==> config.mk <==
export PLATFORM = sky130hd
export DESIGN_NAME = alu32_div_seq
export DESIGN_NICKNAME = d
export VERILOG_FILES = /design/src/rtl/alu32_pkg.sv /design/src/rtl/alu32_div_seq.sv
export SDC_FILE = /design/constraint.sdc
export NUM_CORES = 1
export LEC_CHECK = 0
export CAP_MARGIN = 20
export CORE_MARGIN = 5
export CORE_UTILIZATION = 64
export DETAILED_ROUTE_END_ITERATION = 8
export DONT_BUFFER_PORTS = 1
export PLACE_DENSITY = 0.76
export SLEW_MARGIN = 0
export SYNTH_ARGS = -nofsm -noshare
export SYNTH_HDL_FRONTEND = slang
export SYNTH_SLANG_ARGS = --single-unit
export TNS_END_PERCENT = 20
==> constraint.sdc <==
create_clock -name clk -period 2.31 [get_ports clk]
set_clock_uncertainty 0.1 [all_clocks]
set_input_delay 0.3465 -clock clk [delete_from_list [all_inputs] [get_ports clk]]
set_output_delay 0.3465 -clock clk [all_outputs]
set_load 0.02 [all_outputs]
==> src/rtl/alu32_pkg.sv <==
// Shared constants and state type for the sequential divider and its alu32 partner.
`timescale 1ns/1ps
package alu32_pkg;

   localparam int unsigned WIDTH = 32;
   localparam int unsigned CNT_W = 5;

   // alu32 control encodings used to request A - B
   localparam logic [3:0] SUB_SEL_ENC       = 4'b0110;
   localparam logic       SUB_MODE_ENC      = 1'b0;
   localparam logic       SUB_CIN_ENC       = 1'b1;
   // Cout level meaning the subtraction did not borrow (trial >= divisor)
   localparam logic       NOBORROW_COUT_ENC = 1'b1;

   typedef enum logic [1:0] {
      IDLE = 2'd0,
      CALC = 2'd1,
      DONE = 2'd2
   } div_state_e;

endpackage

==> src/rtl/alu32_div_seq.sv <==
// Sequential 32-bit unsigned restoring divider, one quotient bit per cycle.
// The trial subtraction is done by an external alu32; operands to it come
// straight from registers, and its result/Cout come back in the same cycle.
`timescale 1ns/1ps
module alu32_div_seq
   import alu32_pkg::*;
#(
   parameter logic [3:0] SUB_SEL       = SUB_SEL_ENC,
   parameter logic       SUB_MODE      = SUB_MODE_ENC,
   parameter logic       SUB_CIN       = SUB_CIN_ENC,
   parameter logic       NOBORROW_COUT = NOBORROW_COUT_ENC
) (
   input  logic             clk,
   input  logic             rst_n,
   input  logic             in_valid,
   output logic             in_ready,
   input  logic [WIDTH-1:0] dividend,
   input  logic [WIDTH-1:0] divisor,
   output logic             out_valid,
   input  logic             out_ready,
   output logic [WIDTH-1:0] quotient,
   output logic [WIDTH-1:0] remainder,
   output logic             dbz,
   output logic             busy,
   output logic [WIDTH-1:0] alu_a,
   output logic [WIDTH-1:0] alu_b,
   output logic             alu_cin,
   output logic             alu_mode,
   output logic [3:0]       alu_sel,
   input  logic [WIDTH-1:0] alu_result,
   input  logic             alu_cout
);

   div_state_e       state_q;
   logic [WIDTH-1:0] r_q, q_q, d_q;
   logic [CNT_W-1:0] cnt_q;
   logic [WIDTH-1:0] quot_q, rem_q;
   logic             dbz_q;

   logic [WIDTH-1:0] trial;
   logic             take;
   logic [WIDTH-1:0] r_d, q_d;

   // Restoring step: shift next dividend bit into R, subtract D when it fits.
   // R[31] set means the shifted trial exceeds 2^32 > D, so it always fits.
   assign trial = {r_q[WIDTH-2:0], q_q[WIDTH-1]};
   assign take  = r_q[WIDTH-1] | (alu_cout == NOBORROW_COUT);
   assign r_d   = take ? alu_result : trial;
   assign q_d   = {q_q[WIDTH-2:0], take};

   assign alu_a    = trial;
   assign alu_b    = d_q;
   assign alu_sel  = SUB_SEL;
   assign alu_mode = SUB_MODE;
   assign alu_cin  = SUB_CIN;

   assign in_ready  = (state_q == IDLE);
   assign busy      = (state_q != IDLE);
   assign out_valid = (state_q == DONE);
   assign quotient  = quot_q;
   assign remainder = rem_q;
   assign dbz       = dbz_q;

   // Control FSM and datapath registers: accept, 32 divide steps, hold result.
   always_ff @(posedge clk or negedge rst_n) begin
      if (!rst_n) begin
         state_q <= IDLE;
         r_q     <= '0;
         q_q     <= '0;
         d_q     <= '0;
         cnt_q   <= '0;
         quot_q  <= '0;
         rem_q   <= '0;
         dbz_q   <= 1'b0;
      end else begin
         case (state_q)
            IDLE: begin
               if (in_valid) begin
                  d_q   <= divisor;
                  q_q   <= dividend;
                  r_q   <= '0;
                  cnt_q <= '0;
                  if (divisor == '0) begin
                     quot_q  <= '1;
                     rem_q   <= dividend;
                     dbz_q   <= 1'b1;
                     state_q <= DONE;
                  end else begin
                     state_q <= CALC;
                  end
               end
            end
            CALC: begin
               r_q   <= r_d;
               q_q   <= q_d;
               cnt_q <= cnt_q + 1'b1;
               if (cnt_q == CNT_W'(WIDTH - 1)) begin
                  quot_q  <= q_d;
                  rem_q   <= r_d;
                  dbz_q   <= 1'b0;
                  state_q <= DONE;
               end
            end
            DONE: begin
               if (out_ready) begin
                  state_q <= IDLE;
               end
            end
            default: state_q <= IDLE;
         endcase
      end
   end

endmodule

==> results.py, run 1 <==
metrics = {
    "worst_hold_path": {
        "min_path_type": "in -> async",
    },
    "logic_synthesis": {
        "yosysTopAreaCell": "dfrtp_1",
        "synth_cell_types": 38,
        "syn-cell-area_sq_um": 8450,
        "synth_top_area_share_pct": 49.8,
        "ys_seq_elements": 168,
        "syn_inst": 956,
        "synth_area_leaders": "dfrtp_1 50%, nand2_1 7.0%, o21ai_0 5.9%",
        "seq_area_frac_synth_pct": 49.8,
        "synth.avg_cell_area_sq_um": 8.83,
        "ys_warn_count": 0,
    },
    "clock_network": {
        "cts.clk_slew.worst_paths_ns": 0.06,
        "clock-sinks": 168,
        "clock_path_buffers": 2,
        "htree_levels": 4,
        "worstSkewPairLatency_ns": 0.42,
        "root_buffer": "clkbuf_16",
        "numCtsBuffers": 17,
        "post_cts_buffers": 0,
        "holdBufCountCts": 42,
        "cts_tree": "done",
    },
    "final_layout": {
        "nNetsFinal": 1027,
        "final_common_cell": "dfrtp_1",
        "final_cell_mix": "167 x dfrtp_1, 157 x nand2_1, 100 x o21ai_0",
        "multiInputGateArea_sq_um": 3500,
        "fillCellCount": 969,
        "instances_no_fill": 1116,
        "drive_above_1_share_pct": 11.8,
        "regArea_sq_um": 4210,
        "area_growth_syn_to_layout_pct": 9.64,
    },
    "sta": {
        "worst_slack_ns": 0.176,
        "rsz0062_at_grt": "false",
        "clock.fmax_mhz": 469,
        "relSlewSlack_pct": 29.2,
        "final.period_utilization_pct": 92.4,
        "finalHoldWorstSlack_ns": -0.484,
        "tightestPinTransition_ns": 1.06,
        "hold_viol": 168,
        "setup_viol": 0,
        "slew_viol_final": 0,
        "min_period_ns": 2.13,
        "setup_tns_ns": 0,
    },
    "worst_setup_path": {
        "crit_slowest_cell": "buf_4",
        "path_buf_inv": 1,
        "ff2ff_path_depth": 4,
        "cp.arrival_ns": 2.37,
        "rrSetupSlack_ns": 0.18,
        "worst-setup-path-type": "reg -> reg",
        "path_cells": "or3b_4 -> buf_4 -> nand2_1 -> a31oi_1",
        "critPathRequiredTime_ns": 2.55,
        "cp_top_family": "buffers and inverters",
        "reg2reg_to": "q_q[30]$_DFFE_PN0P_",
        "r2r-start": "state_q[1]$_DFFE_PN0P_",
        "end_kind": "register",
        "cp_max_fo": 100,
        "critPathMaxStageDelay_ns": 0.79,
        "start_kind": "register",
    },
    "die": {
        "start_util_pct": 64.5,
        "coreArea_sq_um": 13100,
        "dieArea_sq_um": 15600,
        "pin_count": 239,
        "die_y_um": 125,
        "die_w_um": 125,
        "num_rows": 42,
    },
    "status": {
        "violations": "hold timing",
        "status": "finished with violations",
    },
    "routing": {
        "drt_iter0_markers": 777,
        "vias_per_cell": 6.28,
        "first_pass_iters": 5,
        "wl_per_cell_um": 21.1,
        "drc": 0,
        "routed_wl_um": 23500,
        "vias": 7014,
        "ant_nets": 0,
    },
    "placement": {
        "port_buffers": 0,
        "place_ws_ns": 0.114,
        "dp.cells": 1039,
        "place_hpwl_um": 15000,
        "gp_congestion": 0.897,
    },
    "global_routing": {
        "overflow": 0,
        "grt_pass1_wl_um": 37900,
        "grt_max_degree": 169,
        "antenna_found_initial": 3,
        "grt_usage_pct": 30.0,
        "grt_pass1_vias": 6885,
    },
    "power_and_ir_drop": {
        "ir_drop_uv": 791,
        "power_leakage_nw": 3.98,
        "power.density_nw_per_um2": 1530,
    },
    "run": {
        "drv_cap": 0,
    },
}
==> Yosys cell counts (all sizes together) <==
cell and number:
conb 2, ha 2, and3 1, o22ai 53, dfrtp 168, and2 31, nor4 8, nor2 55
nor2b 35, clkbuf 56, nand4 3, a311o 1, or2 1, nor3 1, a31o 31, nand3b 1
o32ai 1, nand2b 2, nand3 4, o21ba 2, nor3b 1, a22oi 1, inv 35, o21ai 103
a31oi 10, o2bb2ai 1, or3b 32, o211ai 32, a21oi 65, buf 60, nand2 158
==> registers in the layout, summed over array words and instances (netlist names) <==
register,count
alu_b,32
cnt_q,5
dbz,1
q_q,32
quotient,32
r_q,32
remainder,32
state_q,2
==> repair_timing <==
action / CTS / global route
hold endpoints to repair: 210 / 168
gates resized for setup: 0 / 1
endpoints found under the setup margin: 0 / 27
==> power by group <==
group          switching [mW]  internal [mW]
Sequential               2.46           4.20
Clock                    1.19           1.63
Combinational            2.70           1.98
Total                    6.34           7.81
==> layout make-up <==
cell class,instances,area share (%)
Inverter,35,1.42
Timing Repair Buffer,61,6.53
Clock buffer,19,4.78
Sequential cell,168,45.4
Antenna cell,3,0.0811
Tap cell,176,2.38
Multi-Input combinational cell,641,37.8
Clock inverter,13,1.57
==> worst reg2reg max path, delay by kind of cell, from the launching register on <==
kind / cells / cell delay, ns
AO/OA/AOI/OAI: 1 / 0.22
buffers and inverters: 1 / 0.79
flip-flops: 1 / 0.54
AND/OR/NAND/NOR: 2 / 0.39
==> metrics by stage <==
stage | instance area (sq um) | utilization, % | power, mW
finish | 9260 | 70.8 | 14.2
global route | 9260 | 70.8 | 15.1
CTS | 9250 | 70.7 | 14.1
detailed placement | 8240 | 63.0 | 11.2
global placement | 8240 | 63.0 | 10.9
floorplan | 8460 | - | 10.3
==> how the worst max path moves through the flow <==
stage,start,slack (ns),depth (start not counted),to
detailed placement,cnt_q[0]$_DFFE_PN0P_,0.11,8,remainder[9]$_DFFE_PN0P_
global placement,cnt_q[0]$_DFFE_PN0P_,0.28,8,remainder[14]$_DFFE_PN0P_
CTS,cnt_q[0]$_DFFE_PN0P_,0.09,8,remainder[9]$_DFFE_PN0P_
floorplan,cnt_q[0]$_DFFE_PN0P_,0.41,8,remainder[13]$_DFFE_PN0P_
global route,state_q[1]$_DFFE_PN0P_,0.04,4,q_q[0]$_DFFE_PN0P_
finish,state_q[1]$_DFFE_PN0P_,0.18,4,q_q[30]$_DFFE_PN0P_
==> layer usage <==
metal	vias to the layer above	routed length [um]	global-route usage, %
met5	-	0	0
met4	0	556	10.3
met3	48	2840	12.6
met2	370	10800	44.9
met1	3409	9360	39.6
li1	3187	-	-
==> logic make-up after synthesis <==
| family | after synthesis | synth area share (%) |
|---|---|---|
| AOI/OAI and AO/OA | 300 | 21.4 |
| adders and majority gates | 2 | 0.296 |
| buffers and inverters | 151 | 9.14 |
| DFF | 168 | 49.8 |
| other | 2 | 0.0889 |
| and+or+nand+nor | 333 | 19.3 |
Note: power is estimated with default switching activity, not from simulation.
==> inputs of run 2 (changes only) <==
==> constraint.sdc (replaced) <==
create_clock -name clk -period 2.31 [get_ports clk]
set_clock_uncertainty 0.1 [all_clocks]
set_input_delay 0.231 -clock clk [delete_from_list [all_inputs] [get_ports clk]]
set_output_delay 0.231 -clock clk [all_outputs]
set_load 0.02 [all_outputs]
==> run 2 against run 1 <==
Effect of this change: the flow still finishes with violations (hold timing); sequential cell count did not move; sequential share of layout area shrank 1.3 points; fmax barely moved; power grew 0.74%; utilization rose by 2.1 points; critical path type unchanged; largest power group unchanged.
==> results.py, run 2 (same netlist as run 1, synthesis figures left out) <==
metrics = {
    "status": {
        "status": "finished with violations",
        "violations": "hold timing",
    },
    "power_and_ir_drop": {
        "p_sw_share_pct": 44.6,
        "power_leakage_nw": 4.10,
        "power_frac_seq_pct": 46.8,
        "power.share.combinational_pct": 33.3,
        "power.density_nw_per_um2": 1490,
        "total_power_mw": 14.3,
        "p_sw_mw": 6.36,
        "p_int_mw": 7.90,
        "pwr-share-clk_pct": 19.9,
        "ir_drop_uv": 801,
    },
    "global_routing": {
        "grt_pass1_vias": 6875,
        "antenna_found_initial": 4,
        "grt_max_degree": 169,
        "grt_usage_pct": 30.6,
        "grt_pass1_wl_um": 38100,
        "overflow": 0,
    },
    "clock_network": {
        "cts_tree": "done",
        "holdBufCountCts": 68,
        "root_buffer": "clkbuf_16",
        "clock-sinks": 168,
        "post_cts_buffers": 0,
        "clock_path_buffers": 2,
        "htree_levels": 4,
        "cts.clk_slew.worst_paths_ns": 0.06,
        "worstSkewPairLatency_ns": 0.43,
        "numCtsBuffers": 17,
    },
    "die": {
        "dieArea_sq_um": 15600,
        "die_w_um": 125,
        "start_util_pct": 64.5,
        "coreArea_sq_um": 13100,
        "pin_count": 239,
        "die_y_um": 125,
        "num_rows": 42,
    },
    "routing": {
        "first_pass_iters": 5,
        "drt_iter0_markers": 803,
        "ant_nets": 0,
        "vias_per_cell": 6.28,
        "wl_per_cell_um": 21.2,
        "vias": 7192,
        "routed_wl_um": 24300,
        "drc": 0,
    },
    "placement": {
        "port_buffers": 0,
        "placed_cell_area_sq_um": 8260,
        "place_hpwl_um": 15300,
        "dp.cells": 1043,
        "place_ws_ns": 0.0926,
        "gp_congestion": 0.889,
    },
    "sta": {
        "tightestPinTransition_ns": 1.07,
        "worst_slack_ns": 0.174,
        "finalHoldWorstSlack_ns": -0.601,
        "slew_viol_final": 0,
        "setup_tns_ns": 0,
        "final.period_utilization_pct": 92.5,
        "clock.fmax_mhz": 468,
        "hold_viol": 168,
        "rsz0062_at_grt": "false",
        "min_period_ns": 2.14,
        "relSlewSlack_pct": 29.0,
        "setup_viol": 0,
    },
    "worst_setup_path": {
        "ff2ff_path_depth": 4,
        "start_kind": "register",
        "cp.arrival_ns": 2.37,
        "end_kind": "register",
        "worst-setup-path-type": "reg -> reg",
        "cp_max_fo": 100,
        "critPathRequiredTime_ns": 2.55,
    },
    "run": {
        "drv_cap": 0,
    },
    "final_layout": {
        "area_growth_syn_to_layout_pct": 13.0,
        "nNetsFinal": 1057,
        "final_cell_mix": "167 x dfrtp_1, 157 x nand2_1, 100 x o21ai_0",
        "instances_no_fill": 1145,
        "fillCellCount": 930,
        "final_common_cell": "dfrtp_1",
        "drive_above_1_share_pct": 11.9,
        "postLayoutCellArea_sq_um": 9540,
        "final_util_pct": 72.9,
    },
    "worst_hold_path": {
        "min_path_type": "in -> async",
    },
}
## run 2: cell types whose count changed in the layout (fill, tap and decap cells not counted), sizes merged
cell         previous run  this run
dlygate4sd3            42        68
clkinv                  6         5
clkinvlp                3         4
diode                   3         2
buf                    19        23
clkbuf                 19        21
inv                    37        35
## run 2: worst max-delay path, stage by stage, from the launching register on
cell     delay, ns
dfrtp_1       0.54
or3b_4        0.21
buf_4         0.79
nand2_1       0.15
a31oi_1       0.23
## run 2: metal layers
layer  track usage (%)  up-vias  routed length (um)
met3              13.8       64                2930
li1                  -     3255                   -
met5                 0        -                  63
met2              46.2      399               11200
met1              39.4     3466                9400
met4              10.8        8                 654
## run 2: cell type report
cell class	instances	area, sq um	share of cell area [%]
clock buffers	21	470	4.93
multi-input cells	641	3500	36.7
diodes	2	5.00	0.0525
repair buffers	91	882	9.25
inverters	35	131	1.38
clock inverters	11	123	1.29
well taps	176	220	2.31
flip-flops and latches	168	4210	44.1
## run 2: path summary, 6_finish.rpt
check,from,slack [ns],end
worst max-delay path,state_q[1]$_DFFE_PN0P_,0.17,q_q[29]$_DFFE_PN0P_
worst min-delay path,rst_n,-0.60,alu_b[5]$_DFFE_PN0P_
worst max register to register,state_q[1]$_DFFE_PN0P_,0.17,q_q[29]$_DFFE_PN0P_
worst min register to register,cnt_q[3]$_DFFE_PN0P_,0.39,cnt_q[3]$_DFFE_PN0P_
max in group asynchronous,rst_n,2.49,quotient[21]$_DFFE_PN0P_
min in group clk,alu_cout,0.04,r_q[31]$_DFFE_PN0P_
## run 2: power groups by stage
stage | clock network [mW] | logic (mW) | registers, mW
finish | 2.83 | 4.75 | 6.68
global route | 3.00 | 5.31 | 6.85
CTS | 2.87 | 4.68 | 6.66
detailed placement | 0 | 4.55 | 6.70
global placement | 0 | 4.32 | 6.62
floorplan | 0 | 4.47 | 5.81
## run 2: what timing repair did
item	in CTS	in global routing
setup endpoints to repair	0	19
endpoints found under the hold margin	236	168
resized for setup	0	1
==> inputs of run 3 (changes only) <==
clock period = 2.05 ns   (was 2.31 ns; I/O delays follow)
==> run 3 against run 2 <==
Effect of this change: final cell count increased by 0.44%; clock-buffer cell count decreased by 1; hold slack got worse by 0.024 ns; via count up 0.68%; largest power group unchanged; wire length rose by 1.4%; sequential power grew 11%; the flow still finishes with violations (hold timing); sequential cell count unchanged; setup slack worse by 0.12 ns; fmax is 7.0% higher.
==> results.py, run 3 (same netlist as run 1, synthesis figures left out) <==
metrics = {
    "status": {
        "status": "finished with violations",
        "violations": "hold timing",
    },
    "sta": {
        "finalHoldWorstSlack_ns": -0.625,
        "rsz0062_at_grt": "true",
        "clock.fmax_mhz": 501,
        "min_period_ns": 2.00,
        "slew_viol_final": 0,
        "relSlewSlack_pct": 43.0,
        "setup_tns_ns": 0,
        "final.period_utilization_pct": 97.4,
        "setup_viol": 0,
        "hold_viol": 168,
        "tightestPinTransition_ns": 0.855,
    },
    "final_layout": {
        "regArea_sq_um": 4210,
        "nNetsFinal": 1063,
        "multiInputGateArea_sq_um": 3520,
        "fillCellCount": 883,
        "final_common_cell": "dfrtp_1",
        "area_growth_syn_to_layout_pct": 15.8,
        "drive_above_1_share_pct": 12.7,
        "final_cell_mix": "167 x dfrtp_1, 157 x nand2_1, 99 x o21ai_0",
        "final_util_pct": 74.8,
    },
    "power_and_ir_drop": {
        "p_int_mw": 9.52,
        "power.density_nw_per_um2": 1710,
        "p_sw_share_pct": 43.1,
        "power_frac_seq_pct": 44.2,
        "pwr-share-clk_pct": 22.0,
        "ir_drop_uv": 900,
        "power.share.combinational_pct": 33.7,
        "p_sw_mw": 7.22,
        "power_leakage_nw": 4.21,
        "total_power_mw": 16.7,
    },
    "worst_setup_path": {
        "critPathRequiredTime_ns": 2.24,
        "crit_start": "cnt_q[0]$_DFFE_PN0P_",
        "start_kind": "register",
        "end_kind": "register",
        "worst-setup-path-type": "reg -> reg",
        "cp.arrival_ns": 2.19,
        "r2r-start": "cnt_q[0]$_DFFE_PN0P_",
        "cp_max_fo": 16,
    },
    "routing": {
        "wl_per_cell_um": 21.4,
        "drc": 0,
        "first_pass_iters": 5,
        "drt_iter0_markers": 715,
        "routed_wl_um": 24600,
        "vias": 7241,
        "dr_wl_met3_um": 2740,
        "wl_met1_um": 9750,
        "vias_per_cell": 6.30,
        "ant_nets": 0,
        "dr.max_layer_used": "met4",
        "routed-wl-met2_um": 11600,
    },
    "clock_network": {
        "cts_tree": "done",
        "cts.clk_slew.worst_paths_ns": 0.06,
        "htree_levels": 4,
        "clock_path_buffers": 2,
        "root_buffer": "clkbuf_16",
        "numCtsBuffers": 17,
        "holdBufCountCts": 69,
        "clock-sinks": 168,
        "worstSkewPairLatency_ns": 0.42,
    },
    "global_routing": {
        "grt_max_degree": 169,
        "overflow": 0,
        "grt_pass1_vias": 6916,
        "grt_usage_pct": 30.4,
        "antenna_found_initial": 2,
        "grt_pass1_wl_um": 38000,
    },
    "placement": {
        "place_hpwl_um": 15400,
        "gp_congestion": 0.873,
        "port_buffers": 0,
    },
    "die": {
        "num_rows": 42,
        "die_w_um": 125,
        "dieArea_sq_um": 15600,
        "coreArea_sq_um": 13100,
        "start_util_pct": 64.5,
        "pin_count": 239,
        "die_y_um": 125,
    },
    "worst_hold_path": {
        "min_path_type": "in -> async",
    },
    "run": {
        "drv_cap": 0,
    },
}
[run 3: cell count changes in the layout (fill, tap and decap cells not counted), moves of 2 or more]
cell and change:
buf_12 +4, clkbuf_16 +2, bufinv_16 +4, ha_1 -2
clkinv_2 -2, clkinvlp_4 -3, ha_2 +2
[run 3: worst paths after layout]
path,depth (start not counted),slack [ns],end
min in group clk,3,0.03,remainder[20]$_DFFE_PN0P_
max in group asynchronous,0,2.29,quotient[16]$_DFFE_PN0P_
max,8,0.05,quotient[0]$_DFFE_PN0P_
min,0,-0.63,alu_b[9]$_DFFE_PN0P_
min reg2reg,2,0.42,cnt_q[4]$_DFFE_PN0P_
max reg2reg,8,0.05,quotient[0]$_DFFE_PN0P_
[run 3: layer usage]
| layer | GRT usage [%] | vias up |
|---|---|---|
| met3 | 11.1 | 49 |
| met2 | 47.0 | 411 |
| li1 | - | 3251 |
| met5 | 0 | - |
| met1 | 39.7 | 3530 |
| met4 | 11.2 | 0 |
[run 3: power groups by stage]
stage	Clock, mW	Combinational, mW	Sequential [mW]
after floorplan	0	5.04	6.54
after global placement	0	5.06	7.34
after detailed placement	0	5.33	7.42
after CTS	3.72	5.49	7.37
after global routing	3.85	6.29	7.58
final	3.69	5.65	7.41
[run 3: critical path, cell delays in order, from the launching register on]
cell	delay, ns
dfrtp_1	0.40
ha_2	0.21
and3_1	0.17
ha_2	0.19
nand3b_1	0.15
buf_4	0.20
clkbuf_16	0.18
o32ai_2	0.21
a21oi_1	0.06
[run 3: layout make-up]
class                           instances  share of cell area [%]
Sequential cell                       168                    43.0
Multi-Input combinational cell        641                    36.0
Timing Repair Buffer                   97                    10.4
Clock buffer                           20                    4.77
Tap cell                              176                    2.25
Clock inverter                         11                    2.24
Inverter                               35                    1.34
Antenna cell                            2                  0.0512
[run 3: stage by stage]
step	std cells	hold slack, ns	area, sq um	setup WS [ns]
2_1_floorplan	960	-0.191	8460	0.149
3_3_place_gp	1045	-0.187	8320	0.105
3_5_place_dp	1045	-0.186	8320	0.00289
4_1_cts	1145	-0.639	9700	-0.000137
5_1_grt	1150	-0.640	9780	-0.00646
6_report	1150	-0.625	9780	0.0538
[run 3: timing repair]
| item | CTS | global route |
|---|---|---|
| resized for setup | 1 | 5 |
| endpoints found under the setup margin | 1 | 63 |
| endpoints found under the hold margin | 236 | 168 |
| pin swaps | 0 | 2 |
| setup buffers | 0 | 1 |
| cloned | 0 | 2 |
